File: src/rtl/counter_uart_pkg.sv
// counter_uart_pkg
// Shared constants, the per-character UART state encoding and the nibble to
// ASCII helper for the counter UART reporter.
package counter_uart_pkg;

    localparam logic [7:0] ASCII_CR = 8'h0D;
    localparam logic [7:0] ASCII_LF = 8'h0A;
    localparam logic [7:0] ASCII_0  = 8'h30;
    localparam logic [7:0] ASCII_A  = 8'h41;

    // Characters per report: two hex digits, CR, LF.
    localparam int FRAME_CHARS = 4;

    typedef enum logic [1:0] {
        IDLE,
        START,
        DATA,
        STOP
    } frame_state_t;

    // Uppercase hex digit for one nibble.
    function automatic logic [7:0] hex_ascii(input logic [3:0] nib);
        logic [7:0] w_code;
        if (nib < 4'd10) begin
            w_code = ASCII_0 + {4'h0, nib};
        end else begin
            w_code = ASCII_A + {4'h0, nib} - 8'd10;
        end
        return w_code;
    endfunction

endpackage

File: src/rtl/counter_uart_tx_byte.sv
// uart_tx_byte
// Transmits one byte in 8N1 format: start bit, 8 data bits LSB first, stop.
// A new byte may be handed over on the last cycle of the stop bit, so
// characters chain with no idle gap.
//
// Ports:
//   clk        in   clock, rising edge
//   rst        in   synchronous active-high reset (line returns high)
//   byte_in    in   byte to send, sampled when byte_valid & byte_ready
//   byte_valid in   a byte is offered
//   byte_ready out  idle, or on the final cycle of the stop bit
//   tx         out  registered UART line, idle high
//   byte_done  out  high during the final cycle of the stop bit
module uart_tx_byte
    import counter_uart_pkg::*;
#(
    parameter int CLKS_PER_BIT = 87
) (
    input  logic       clk,
    input  logic       rst,
    input  logic [7:0] byte_in,
    input  logic       byte_valid,
    output logic       byte_ready,
    output logic       tx,
    output logic       byte_done
);

    localparam logic [15:0] BAUD_LAST = 16'(CLKS_PER_BIT - 1);

    frame_state_t r_state;
    frame_state_t w_state_next;
    logic [15:0]  r_baud;
    logic [15:0]  w_baud_next;
    logic [2:0]   r_bit_idx;
    logic [2:0]   w_bit_idx_next;
    logic [7:0]   r_shift;
    logic [7:0]   w_shift_next;
    logic         r_tx;
    logic         w_tx_next;

    logic w_baud_last;
    logic w_accept;

    assign w_baud_last = (r_baud == BAUD_LAST);
    assign byte_done   = (r_state == STOP) && w_baud_last;
    assign byte_ready  = (r_state == IDLE) || byte_done;
    assign w_accept    = byte_valid && byte_ready;
    assign tx          = r_tx;

    always_ff @(posedge clk) begin
        if (rst) begin
            r_state   <= IDLE;
            r_baud    <= 16'd0;
            r_bit_idx <= 3'd0;
            r_shift   <= 8'd0;
            r_tx      <= 1'b1;
        end else begin
            r_state   <= w_state_next;
            r_baud    <= w_baud_next;
            r_bit_idx <= w_bit_idx_next;
            r_shift   <= w_shift_next;
            r_tx      <= w_tx_next;
        end
    end

    // The tx register is loaded with the level of the bit about to begin, so
    // the pin changes exactly on bit boundaries with no combinational path.
    always_comb begin
        w_state_next   = r_state;
        w_baud_next    = r_baud;
        w_bit_idx_next = r_bit_idx;
        w_shift_next   = r_shift;
        w_tx_next      = r_tx;
        case (r_state)
            IDLE: begin
                if (w_accept) begin
                    w_state_next = START;
                    w_baud_next  = 16'd0;
                    w_shift_next = byte_in;
                    w_tx_next    = 1'b0;
                end
            end
            START: begin
                if (w_baud_last) begin
                    w_state_next   = DATA;
                    w_baud_next    = 16'd0;
                    w_bit_idx_next = 3'd0;
                    w_tx_next      = r_shift[0];
                end else begin
                    w_baud_next = r_baud + 16'd1;
                end
            end
            DATA: begin
                if (w_baud_last) begin
                    w_baud_next = 16'd0;
                    if (r_bit_idx == 3'd7) begin
                        w_state_next = STOP;
                        w_tx_next    = 1'b1;
                    end else begin
                        w_bit_idx_next = r_bit_idx + 3'd1;
                        w_shift_next   = {1'b0, r_shift[7:1]};
                        w_tx_next      = r_shift[1];
                    end
                end else begin
                    w_baud_next = r_baud + 16'd1;
                end
            end
            STOP: begin
                if (w_baud_last) begin
                    w_baud_next = 16'd0;
                    if (w_accept) begin
                        w_state_next = START;
                        w_shift_next = byte_in;
                        w_tx_next    = 1'b0;
                    end else begin
                        w_state_next = IDLE;
                        w_tx_next    = 1'b1;
                    end
                end else begin
                    w_baud_next = r_baud + 16'd1;
                end
            end
            default: begin
                w_state_next = IDLE;
                w_tx_next    = 1'b1;
            end
        endcase
    end

endmodule

File: src/rtl/counter_uart_tx.sv
// counter_uart_tx
// Reports an 8-bit counter value over UART as "HH\r\n" (uppercase hex).
// A frame starts on an explicit send pulse or, with auto_en, whenever q
// differs from the last value reported. Requests during a frame collapse
// into a single pending frame that starts back-to-back after the current one.
//
// Ports:
//   clk      in   clock, rising edge
//   rst      in   synchronous active-high reset; aborts any frame
//   q[7:0]   in   counter value to report
//   send     in   one-cycle request to report q
//   auto_en  in   request whenever q != last value sent
//   tx       out  UART line, idle high
//   busy     out  high while a frame is in flight
//   done     out  one-cycle pulse after the final LF stop bit
module counter_uart_tx
    import counter_uart_pkg::*;
#(
    parameter int CLKS_PER_BIT = 87
) (
    input  logic       clk,
    input  logic       rst,
    input  logic [7:0] q,
    input  logic       send,
    input  logic       auto_en,
    output logic       tx,
    output logic       busy,
    output logic       done
);

    localparam logic [1:0] LAST_CHAR = 2'(FRAME_CHARS - 1);

    logic [7:0] r_snap;
    logic [7:0] w_snap_next;
    logic [7:0] r_last_sent;
    logic [7:0] w_last_sent_next;
    logic       r_pending;
    logic       w_pending_next;
    logic       r_active;
    logic       w_active_next;
    logic [1:0] r_char_idx;
    logic [1:0] w_char_idx_next;
    logic       r_done;
    logic       w_done_next;

    logic       w_req;
    logic       w_byte_ready;
    logic       w_byte_done;
    logic       w_byte_valid;
    logic [7:0] w_byte_in;
    logic       w_last_char;
    logic       w_frame_end;
    logic       w_char_step;
    logic       w_accept;
    logic [1:0] w_next_idx;
    logic [7:0] w_chars [FRAME_CHARS];

    // Characters of the frame in flight, built from the snapshot.
    for (genvar gi = 0; gi < FRAME_CHARS; gi++) begin : g_char
        if (gi == 0) begin : g_hi
            assign w_chars[gi] = hex_ascii(r_snap[7:4]);
        end else if (gi == 1) begin : g_lo
            assign w_chars[gi] = hex_ascii(r_snap[3:0]);
        end else if (gi == 2) begin : g_cr
            assign w_chars[gi] = ASCII_CR;
        end else begin : g_lf
            assign w_chars[gi] = ASCII_LF;
        end
    end

    // While a frame is in flight last_sent equals the snapshot, so an auto
    // trigger for the value already being sent is not a request.
    assign w_req       = send || (auto_en && (q != r_last_sent));
    assign w_last_char = (r_char_idx == LAST_CHAR);
    assign w_frame_end = r_active && w_byte_done && w_last_char;
    assign w_char_step = r_active && w_byte_done && !w_last_char;
    // A request arriving on the closing cycle counts the same as pending.
    assign w_accept    = (!r_active && w_req && w_byte_ready)
                       || (w_frame_end && (r_pending || w_req));
    assign w_next_idx  = r_char_idx + 2'd1;

    // The first character comes straight from q because the snapshot is
    // only loaded on this same edge.
    assign w_byte_valid = w_accept || w_char_step;
    assign w_byte_in    = w_accept ? hex_ascii(q[7:4]) : w_chars[w_next_idx];

    uart_tx_byte #(
        .CLKS_PER_BIT(CLKS_PER_BIT)
    ) u_byte (
        .clk       (clk),
        .rst       (rst),
        .byte_in   (w_byte_in),
        .byte_valid(w_byte_valid),
        .byte_ready(w_byte_ready),
        .tx        (tx),
        .byte_done (w_byte_done)
    );

    always_ff @(posedge clk) begin
        if (rst) begin
            r_snap      <= 8'h00;
            r_last_sent <= 8'h00;
            r_pending   <= 1'b0;
            r_active    <= 1'b0;
            r_char_idx  <= 2'd0;
            r_done      <= 1'b0;
        end else begin
            r_snap      <= w_snap_next;
            r_last_sent <= w_last_sent_next;
            r_pending   <= w_pending_next;
            r_active    <= w_active_next;
            r_char_idx  <= w_char_idx_next;
            r_done      <= w_done_next;
        end
    end

    always_comb begin
        w_snap_next      = r_snap;
        w_last_sent_next = r_last_sent;
        w_pending_next   = r_pending;
        w_active_next    = r_active;
        w_char_idx_next  = r_char_idx;
        w_done_next      = 1'b0;

        if (w_char_step) begin
            w_char_idx_next = w_next_idx;
        end
        if (w_frame_end) begin
            w_done_next   = 1'b1;
            w_active_next = 1'b0;
        end
        if (w_accept) begin
            w_snap_next      = q;
            w_last_sent_next = q;
            w_active_next    = 1'b1;
            w_char_idx_next  = 2'd0;
            w_pending_next   = 1'b0;
        end else if (r_active && w_req) begin
            w_pending_next = 1'b1;
        end
    end

    assign busy = r_active;
    assign done = r_done;

endmodule

File: config.mk
export PLATFORM = sky130hd
export DESIGN_NAME = counter_uart_tx
export DESIGN_NICKNAME = d
export VERILOG_FILES = /design/src/rtl/counter_uart_pkg.sv /design/src/rtl/counter_uart_tx_byte.sv /design/src/rtl/counter_uart_tx.sv
export SDC_FILE = /design/constraint.sdc
export NUM_CORES = 1
export LEC_CHECK = 0
export CORE_MARGIN = 8
export CORE_UTILIZATION = 50
export DETAILED_ROUTE_END_ITERATION = 10
export GPL_TIMING_DRIVEN = 0
export PLACE_DENSITY = 0.76
export SLEW_MARGIN = 0
export SYNTH_ARGS = -nofsm -noshare
export SYNTH_HDL_FRONTEND = slang
export SYNTH_SLANG_ARGS = --single-unit
File: constraint.sdc
create_clock -name clk -period 2.8 [get_ports clk]
set_input_delay 0.42 -clock clk [delete_from_list [all_inputs] [get_ports clk]]
set_output_delay 0.42 -clock clk [all_outputs]
set_load 0.01 [all_outputs]
==> flow_summary.rst <==
.. list-table::
   :header-rows: 1

   * - Metric
     - Value
   * - Worst Max-Slew Pin Slew
     - 0.705 ns
   * - Crit Path Category
     - flip-flop to flip-flop
   * - Post-synthesis compound-gate area fraction
     - 0.197
   * - Via count of the first global-routing pass
     - 2318
   * - Total congestion overflow
     - 0
   * - Drt initial violations
     - 162
   * - Final antenna diode count
     - 0
   * - Net count after synthesis
     - 358
   * - CP Launch Type
     - flip-flop
   * - Simple-gate area share of the yosys netlist
     - 0.276
   * - Die Y-Extent
     - 89.9 um
   * - Residual antenna-violating net count after detailed routing
     - 0
   * - Most common cell after layout, fill and taps aside
     - sky130_fd_sc_hd__dfxtp_1
   * - Least setup slack across all paths after layout
     - 0.381 ns
   * - Number of register bits inferred by synthesis
     - 42
   * - Outcome
     - finished clean
   * - Shortest clock period the worst path allows after layout
     - 2.42 ns
   * - Cell-by-cell listing of the critical path
     - ha_1, and4bb_1, and4_4, o21bai_1, a22oi_2, nor2_2, buf_2, o311ai_1, a41oi_1
   * - Standard-cell rows
     - 27
   * - Overall track demand over capacity in global routing
     - 0.150
   * - Max frequency
     - 413 MHz
   * - Post-synthesis sequential area ratio
     - 0.308
   * - Reg clk slew, reported paths
     - 0.08 ns
   * - Floorplan die width
     - 89.9 um
   * - Maximum Capacitance Violations
     - 0
   * - Maximum resistive drop on vdd
     - 0.379 mV
   * - Largest net degree at the start of global routing
     - 14
   * - RSZ-0062 raised after global routing
     - no
   * - Antenna violations before repair
     - 0
   * - Final Hold Vio Count
     - 0
   * - Mux share of post-synthesis cell area
     - 0.00732
   * - Routed via count
     - 2404
   * - Initial core utilization
     - 0.506
   * - Avg WL per Cell
     - 13.8 um
   * - Detail Placement HPWL
     - 4490 um
   * - Die area
     - 0.00809 mm^2
   * - Area of the core region
     - 0.00541 mm^2
   * - Fraction of the mapped netlist area in adder cells
     - 0.0641
   * - Worst-skew pair later-pin latency
     - 0.30 ns
   * - Slowest stage delay, CP
     - 0.36 ns
   * - Kind of end point of the critical path
     - flip-flop
   * - Nets
     - 377
   * - Setup Fix Bufs, Post-CTS
     - 0
   * - Commonest cells after routing, fill and taps aside
     - sky130_fd_sc_hd__dfxtp_1, sky130_fd_sc_hd__nand2_1, sky130_fd_sc_hd__nor2_1
   * - Worst slew slack as a fraction of its limit
     - 0.526
   * - Wire length of the first global-routing pass
     - 10400 um
   * - CTS tree
     - yes
   * - Final routed DRC violation total
     - 0
   * - Routed wire length
     - 5870 um
   * - LEAKAGE
     - 1.15 nW
   * - Area Growth Syn to Fin
     - 10.8%
   * - Clock sinks
     - 42
   * - Total buffers and inverters traversed by the critical path
     - 1
   * - Drt first pass iters
     - 4
   * - Finish-stage setup viols
     - 0
   * - Xor/xnor cell area share of the yosys netlist
     - 0.0865
   * - Number of enable flip-flop cells after synthesis
     - 0
   * - CTS hold repair buffers
     - 0
   * - Root buffer cell
     - sky130_fd_sc_hd__clkbuf_8
   * - Resized cells post-CTS
     - 0
   * - Syn_area_per_cell
     - 8.23 um^2
   * - Worst slack at placement
     - 0.0857 ns
   * - Dominant synthesized flop cell
     - sky130_fd_sc_hd__dfxtp_1
   * - Count of port buffers added during placement
     - 12
   * - Total Negative Setup Slacks
     - 0 ns
   * - Count of warnings emitted by yosys
     - 0
   * - Number of buffers on the longest clock path
     - 2
   * - Total clock buffers created by CTS
     - 5
   * - Dominant delay contributor by cell family on the critical path
     - compound AO/OA/AOI/OAI gates
   * - Period Utilization, post-route
     - 0.864
   * - Asr flop ratio synth
     - 0
   * - Distinct cells, synth
     - 64
   * - I/O Pins
     - 15
   * - Slowest stage cell on the critical path
     - sky130_fd_sc_hd__dfxtp_1
   * - Post-Synthesis Cells
     - 332
   * - Largest fanout of any net on the critical path
     - 10
   * - Post-Syn Area
     - 0.00273 mm^2
   * - Worst hold path type
     - input port to flip-flop
   * - Setup skew after layout
     - 0.0100 ns
   * - Number of max-slew violations in the final report
     - 0
   * - Combinational family with the most area after synthesis
     - simple AND/OR/NAND/NOR gates
   * - Weighted congestion reported at the end of routability-driven placement
     - 0.862
   * - Total power density per cell area
     - 754 mW/mm^2
   * - Critical Path RT
     - 3.02 ns
   * - H-tree Lvls
     - 2
   * - Data arrival at the endpoint of the critical path
     - 2.64 ns
   * - Fraction of layout cells with a size suffix above 1
     - 0.102
   * - DR vias/cell
     - 5.67
## flip-flops by register name, indices dropped and copies added, names as in the netlist
| name | count |
|---|---|
| busy | 1 |
| done | 1 |
| r_char_idx | 2 |
| r_last_sent | 8 |
| r_pending | 1 |
| u_byte.r_baud | 16 |
| u_byte.r_bit_idx | 3 |
| u_byte.r_shift | 7 |
| u_byte.r_state | 2 |
| u_byte.tx | 1 |
## area by class of cell
type                    instances  area [um^2]
plain buffers                  22          108
clock inverters                 2         13.8
multi-input cells             252         1730
clock buffers                   6         72.6
repair buffers                 12          120
flip-flops and latches         42          841
fillers                       521         2370
well taps                      72         90.1
inverters                      16         60.1
## worst reg2reg max path, delay by kind of cell, from the launching register on
kind | cells | cell delay [ns]
AOI/OAI and AO/OA | 4 | 0.71
and+or+nand+nor | 3 | 0.66
buffers and inverters | 1 | 0.25
adders and majority gates | 1 | 0.34
DFF | 1 | 0.36
## path summary, 6_finish.rpt
kind,startpoint,endpoint,slack [ns],depth (start not counted)
setup reg to reg,u_byte.r_state[0],u_byte.r_shift[3],0.38,9
hold reg to reg,u_byte.tx,u_byte.tx,0.49,1
hold / removal,q[6],r_last_sent[6],0.44,3
setup / recovery,u_byte.r_state[0],u_byte.r_shift[3],0.38,9
## cell usage after synthesis (2+ instances only)
master / instances / area (um^2)
sky130_fd_sc_hd__mux2i_1: 2 / 20.0
sky130_fd_sc_hd__a21oi_1: 21 / 105
sky130_fd_sc_hd__a211o_1: 3 / 26.3
sky130_fd_sc_hd__ha_1: 14 / 175
sky130_fd_sc_hd__a311oi_2: 2 / 30.0
sky130_fd_sc_hd__nor2_1: 23 / 86.3
sky130_fd_sc_hd__nor3_1: 15 / 75.1
sky130_fd_sc_hd__and3_1: 8 / 50.1
sky130_fd_sc_hd__inv_1: 16 / 60.1
sky130_fd_sc_hd__o21ai_0: 14 / 70.1
sky130_fd_sc_hd__nor4b_1: 2 / 17.5
sky130_fd_sc_hd__nand4_1: 8 / 50.1
sky130_fd_sc_hd__a22oi_1: 3 / 22.5
sky130_fd_sc_hd__nor2b_1: 4 / 25.0
sky130_fd_sc_hd__o31ai_1: 2 / 15.0
sky130_fd_sc_hd__and4_1: 6 / 52.6
sky130_fd_sc_hd__a311oi_1: 3 / 26.3
sky130_fd_sc_hd__nand2b_1: 3 / 18.8
sky130_fd_sc_hd__nand2_1: 40 / 150
sky130_fd_sc_hd__xor2_1: 10 / 87.6
sky130_fd_sc_hd__xnor2_1: 17 / 149
sky130_fd_sc_hd__dfxtp_1: 42 / 841
sky130_fd_sc_hd__a22o_1: 2 / 17.5
sky130_fd_sc_hd__buf_4: 4 / 30.0
sky130_fd_sc_hd__a211oi_1: 4 / 30.0
sky130_fd_sc_hd__nand3_1: 9 / 45.0
sky130_fd_sc_hd__and4bb_1: 2 / 25.0
sky130_fd_sc_hd__clkbuf_1: 9 / 33.8
sky130_fd_sc_hd__buf_2: 8 / 40.0
sky130_fd_sc_hd__and2_1: 2 / 12.5
## power by group
group	switching, mW	internal, mW	leakage, nW
clock	0.217	0.176	0.0452
sequential	0.0780	0.706	0.342
combinational	0.654	0.455	0.763
## metrics by stage
step	util	hold slack [ns]	cell area [um^2]	cells	total power, mW
after floorplan	-	0.458	2730	332	1.64
after global placement	0.545	0.450	2940	416	1.87
after detailed placement	0.545	0.458	2940	416	1.90
after CTS	0.561	0.433	3030	424	2.29
after global routing	0.561	0.469	3030	424	2.47
final	0.561	0.443	3030	424	2.29
## routing by layer
layer / wire length [um] / global-route usage
met1: 2870 / 0.193
met2: 2760 / 0.239
met3: 136 / 0.0316
met4: 95 / 0.0555
met5: 0 / 0
## logic make-up (layout without fill, tap and decap cells)
kind of cell    count (synthesis)  in the layout
flops                          42             42
mux                             2              2
compound gates                 74             74
xor+xnor                       27             27
fa+ha+maj                      14             14
simple gates                  135            135
buf+inv                        38             58
No activity file was read; power rests on OpenSTA's default activity.
